--- config.mk ---
export PLATFORM = sky130hd
export DESIGN_NAME = hex_scan_display
export DESIGN_NICKNAME = d
export VERILOG_FILES = /design/src/rtl/hex_scan_display.sv
export SDC_FILE = /design/constraint.sdc
export NUM_CORES = 1
export LEC_CHECK = 0
export CELL_PAD_IN_SITES_DETAIL_PLACEMENT = 1
export CELL_PAD_IN_SITES_GLOBAL_PLACEMENT = 1
export CORE_ASPECT_RATIO = 1.1
export CORE_MARGIN = 2
export CORE_UTILIZATION = 37
export DETAILED_ROUTE_END_ITERATION = 12
export PLACE_DENSITY = 0.74
export SYNTH_ARGS = -nofsm -noshare
export SYNTH_HDL_FRONTEND = slang
export SYNTH_SLANG_ARGS = --single-unit
--- constraint.sdc ---
create_clock -name clk_i -period 2.4 [get_ports clk_i]
set_input_delay 0.48 -clock clk_i [delete_from_list [all_inputs] [get_ports clk_i]]
set_output_delay 0.48 -clock clk_i [all_outputs]
set_load 0.01 [all_outputs]
--- src/rtl/hex_scan_display.sv ---
// Time-multiplexed hex 7-segment scanner with frame-aligned shadow commit,
// per-digit enable mask, decimal points and optional leading-zero blanking.
module hex_scan_display #(
    parameter int unsigned N_DIGITS   = 8,
    parameter int unsigned SCAN_DIV   = 1000,
    parameter int unsigned ACTIVE_LOW = 1,
    parameter int unsigned LZ_BLANK   = 0
) (
    input  logic                    clk_i,
    input  logic                    rst_i,
    input  logic [4*N_DIGITS-1:0]   data_i,
    input  logic [N_DIGITS-1:0]     dp_i,
    input  logic [N_DIGITS-1:0]     en_i,
    input  logic                    load_i,
    output logic                    pending_o,
    output logic                    frame_o,
    output logic [6:0]              hex_o,
    output logic                    dp_o,
    output logic [N_DIGITS-1:0]     an_o
);

    localparam int unsigned       PS_W     = (SCAN_DIV > 1) ? $clog2(SCAN_DIV) : 1;
    localparam int unsigned       IDX_W    = (N_DIGITS > 1) ? $clog2(N_DIGITS) : 1;
    localparam logic [PS_W-1:0]   PS_LAST  = PS_W'(SCAN_DIV - 1);
    localparam logic [IDX_W-1:0]  IDX_LAST = IDX_W'(N_DIGITS - 1);
    localparam logic              INV      = (ACTIVE_LOW != 0);

    logic [PS_W-1:0]       prescaler;
    logic [IDX_W-1:0]      idx;
    logic [4*N_DIGITS-1:0] shadow_data;
    logic [N_DIGITS-1:0]   shadow_dp;
    logic [4*N_DIGITS-1:0] disp_data;
    logic [N_DIGITS-1:0]   disp_dp;
    logic                  tick;
    logic                  wrap;

    logic [3:0]            cur_nib;
    logic                  cur_dp;
    logic                  cur_en;
    logic                  cur_lz;
    logic                  upper_zero;
    logic                  blank;
    logic [N_DIGITS-1:0]   an_hi;
    logic [6:0]            seg_hi;
    logic                  dp_hi;

    function automatic logic [6:0] seg_decode(input logic [3:0] nib);
        case (nib)
            4'h0: seg_decode = 7'h3F;
            4'h1: seg_decode = 7'h06;
            4'h2: seg_decode = 7'h5B;
            4'h3: seg_decode = 7'h4F;
            4'h4: seg_decode = 7'h66;
            4'h5: seg_decode = 7'h6D;
            4'h6: seg_decode = 7'h7D;
            4'h7: seg_decode = 7'h07;
            4'h8: seg_decode = 7'h7F;
            4'h9: seg_decode = 7'h6F;
            4'hA: seg_decode = 7'h77;
            4'hB: seg_decode = 7'h7C;
            4'hC: seg_decode = 7'h39;
            4'hD: seg_decode = 7'h5E;
            4'hE: seg_decode = 7'h79;
            default: seg_decode = 7'h71;
        endcase
    endfunction

    assign tick = (prescaler == PS_LAST);
    assign wrap = tick && (idx == IDX_LAST);

    // Walk digits from the top down so upper_zero means "this and every higher nibble is 0".
    always_comb begin
        cur_nib    = '0;
        cur_dp     = 1'b0;
        cur_en     = 1'b0;
        cur_lz     = 1'b0;
        upper_zero = 1'b1;
        for (int unsigned i = 0; i < N_DIGITS; i++) begin
            upper_zero = upper_zero && (disp_data[4*(N_DIGITS-1-i) +: 4] == 4'h0);
            if (idx == IDX_W'(N_DIGITS - 1 - i)) begin
                cur_nib = disp_data[4*(N_DIGITS-1-i) +: 4];
                cur_dp  = disp_dp[N_DIGITS-1-i];
                cur_en  = en_i[N_DIGITS-1-i];
                cur_lz  = upper_zero;
            end
        end
    end

    always_comb begin
        blank  = !cur_en || ((LZ_BLANK != 0) && (idx != '0) && cur_lz);
        an_hi  = '0;
        for (int unsigned k = 0; k < N_DIGITS; k++) begin
            an_hi[k] = !blank && (idx == IDX_W'(k));
        end
        seg_hi = blank ? 7'h00 : seg_decode(cur_nib);
        dp_hi  = !blank && cur_dp;
    end

    always_ff @(posedge clk_i) begin
        if (rst_i) begin
            prescaler   <= '0;
            idx         <= '0;
            shadow_data <= '0;
            shadow_dp   <= '0;
            disp_data   <= '0;
            disp_dp     <= '0;
            pending_o   <= 1'b0;
            frame_o     <= 1'b0;
            an_o        <= {N_DIGITS{INV}};
            hex_o       <= {7{INV}};
            dp_o        <= INV;
        end else begin
            prescaler <= tick ? '0 : prescaler + 1'b1;
            if (tick) begin
                idx <= (idx == IDX_LAST) ? '0 : idx + 1'b1;
            end
            frame_o <= wrap;
            // Commit reads the old shadow, so a load landing on the wrap cycle stays pending.
            if (wrap && pending_o) begin
                disp_data <= shadow_data;
                disp_dp   <= shadow_dp;
            end
            if (load_i) begin
                shadow_data <= data_i;
                shadow_dp   <= dp_i;
            end
            pending_o <= load_i || (pending_o && !wrap);
            an_o      <= an_hi ^ {N_DIGITS{INV}};
            hex_o     <= seg_hi ^ {7{INV}};
            dp_o      <= dp_hi ^ INV;
        end
    end

endmodule

==> results.yml <==
sta:
  worstMarginPinSlew_ps: 556
  finalHoldViolations: 0
  finClkSkew_ps: 7.19
  fmax_ghz: 0.417
  fin_crit_ps: 2400
  fin_crit_sh: 0.998
  whs_ps: 444
  slew-limit-headroom: 0.630
  drv_slew: 0
  setup_viol: 0
  finalSetupTns_ps: 0
clock_tree:
  worstSkewPairLatency_ps: 350
  numCtsBuffers: 9
  clock_sinks: 111
  clkTransAtPathRegs_ps: 70
  htree_levels: 3
  ctsHoldBuffers: 0
  cts.root.buffer_cell: "clkbuf_16"
  cts_buffer_depth: 2
  cts_tree: "built"
global_route:
  grt-busiest-layer: "met2"
  met2_usage: 0.336
  grt_max_degree: 58
  grt_first_pass_wirelength_um: 21000
  grt_usage: 0.190
  antenna_found_initial: 0
  grtUsageMet3: 0.0299
  first_global_vias: 4272
  use_met1: 0.234
  grt-ovfl-total: 0
critical_path:
  crit_top_cell: "ha_2"
  worstSetupStartpointType: "flip-flop"
  critPathKind: "flip-flop to flip-flop"
  cp_cell_sequence: "ha_2 -> ha_2 -> buf_4 -> a22oi_2 -> o211ai_1 -> o221a_2 -> inv_2 -> ha_1 -> and3_4 -> a211oi_2 -> o21ai_1"
  crit_fanout: 5
  slowest_stage: "dfxtp_4"
  required_ps: 2630
  slowest_delay_ps: 390
  critPathBufInv: 2
  cp.arrival_ps: 2630
  endpoint_kind: "flip-flop"
  rrSetupSlack_ps: 4
  critical-path-top-delay-family: "compound AO/OA/AOI/OAI gates"
yosys:
  synth_top_area_share: 0.467
  ys_async_sr_fraction: 0
  syn_inst: 537
  synth.most_common_cell: "dfxtp_1"
  synth_top_cell_by_area: "dfxtp_1"
  yosys_warnings: 0
  ys_top_cells_by_count: "dfxtp_1 (111), nand2_1 (100), nor2_1 (67)"
  syn_nets: 601
  netlist_area_mm2: 0.00476
  ys_types: 61
  ys_seq_area_frac: 0.467
  ys_ff_latch: 111
  ys_top_cells_by_area: "dfxtp_1 (47%), mux2i_1 (9.0%), nand2_1 (7.9%), a21oi_1 (5.4%), nor2_1 (5.3%)"
  synth_ff_type: "dfxtp_1"
  synth.avg_cell_area_um2: 8.87
  synth-edff-count: 0
power:
  pwr_density_cell_mw_per_mm2: 604
  p_leak_nw: 2.44
  ir_worst_vdd_mv: 0.348
finish:
  fin_nets: 687
  layout-drive-gt1-share: 0.175
  area_delta_synth_final_pct: 33.4
  antenna_cells: 0
  fillCellCount: 1439
drt:
  wl_per_cell_um: 17.3
  vias: 4118
  routed_wl_um: 13600
  drtPass1Iterations: 4
  antenna_left: 0
  drtIter0Drc: 126
  drc: 0
  routed_via_density: 5.25
floorplan:
  core-area_mm2: 0.0126
  start_util: 0.378
  rows: 43
  io_pins: 69
  die_h_um: 123
  die-width_um: 112
  die_area_mm2: 0.0138
placed_design:
  dp_hpwl_um: 9260
  port_buffers: 68
  gp_congestion: 0.838
hold_path:
  hold_path.class: "flip-flop to flip-flop"
run:
  drv_cap: 0
status:
  status: "completed"
## registers in the layout, indices dropped and copies added (netlist names)
| name | count |
|---|---|
| idx | 3 |
| disp_dp | 8 |
| hex_o | 7 |
| frame_o | 1 |
| prescaler | 10 |
| shadow_dp | 8 |
| pending_o | 1 |
| an_o | 8 |
| disp_data | 32 |
| dp_o | 1 |
| shadow_data | 32 |
## cells in the final DEF, fill, tap and decap left out, types with 6 or more instances in the layout
master / synthesis / routed
mux2i_1: 43 / 43
nor2_1: 67 / 66
nand3_1: 13 / 13
nand2_1: 100 / 99
dfxtp_1: 111 / 108
clkdlybuf4s50_1: 0 / 66
o21ai_0: 7 / 6
a21oi_1: 51 / 49
inv_1: 9 / 6
clkbuf_16: 0 / 9
buf_4: 1 / 40
## what timing repair did
item                                    in CTS  in global routing
gates resized for setup                     10                 39
setup buffers                                3                  5
pin swaps                                    2                 11
cloned                                       0                  0
endpoints found under the setup margin       7                  7
endpoints found under the hold margin        0                  0
## final cells by class
| type | count | area (um^2) | share of cell area |
|---|---|---|---|
| clock buffers | 12 | 267 | 0.0420 |
| inverters | 10 | 40.0 | 0.00630 |
| flip-flops and latches | 111 | 2230 | 0.351 |
| repair buffers | 111 | 1030 | 0.162 |
| well taps | 157 | 196 | 0.0309 |
| clock inverters | 4 | 76.3 | 0.0120 |
| multi-input cells | 380 | 2510 | 0.395 |
## metrics by stage
stage / instance area [um^2] / worst slack (ps) / cells / total power, mW / utilization
5_1_grt: 6350 / -58.1 / 785 / 3.95 / 0.504
3_3_place_gp: 5720 / -28.4 / 761 / 2.19 / 0.454
4_1_cts: 6130 / 26.5 / 780 / 3.87 / 0.487
2_1_floorplan: 4760 / 20.4 / 537 / 2.07 / -
6_report: 6350 / 3.85 / 785 / 3.84 / 0.504
3_5_place_dp: 5720 / -207 / 761 / 2.20 / 0.454
## worst paths after layout
check / to / from / depth (start not counted)
worst max register to register: hex_o[3] / idx[0] / 11
worst min-delay path: prescaler[0] / prescaler[0] / 1
worst min register to register: prescaler[0] / prescaler[0] / 1
worst max-delay path: hex_o[3] / idx[0] / 11
## kinds of logic (layout without fill, tap and decap cells)
family / after synthesis / in the layout / share of synthesized area
and+or+nand+nor: 221 / 221 / 0.204
DFF: 111 / 111 / 0.467
AOI/OAI and AO/OA: 94 / 94 / 0.139
buffers and inverters: 46 / 137 / 0.0476
muxes: 44 / 44 / 0.0935
adders and majority gates: 13 / 13 / 0.0342
xor gates and xnor gates: 8 / 8 / 0.0147
## power breakdown
group	leakage, nW	internal, mW	switching [mW]
Sequential	0.908	1.89	0.0287
Combinational	1.36	0.139	0.0993
Clock	0.165	1.00	0.678
## per-layer routing
layer	vias up	routed length, um	part of all wire
met4	0	293	0.022
met5	-	0	0
met3	24	420	0.031
met2	79	7110	0.52
li1	1991	-	-
met1	2024	5750	0.42
No activity file was read; power rests on OpenSTA's default activity.
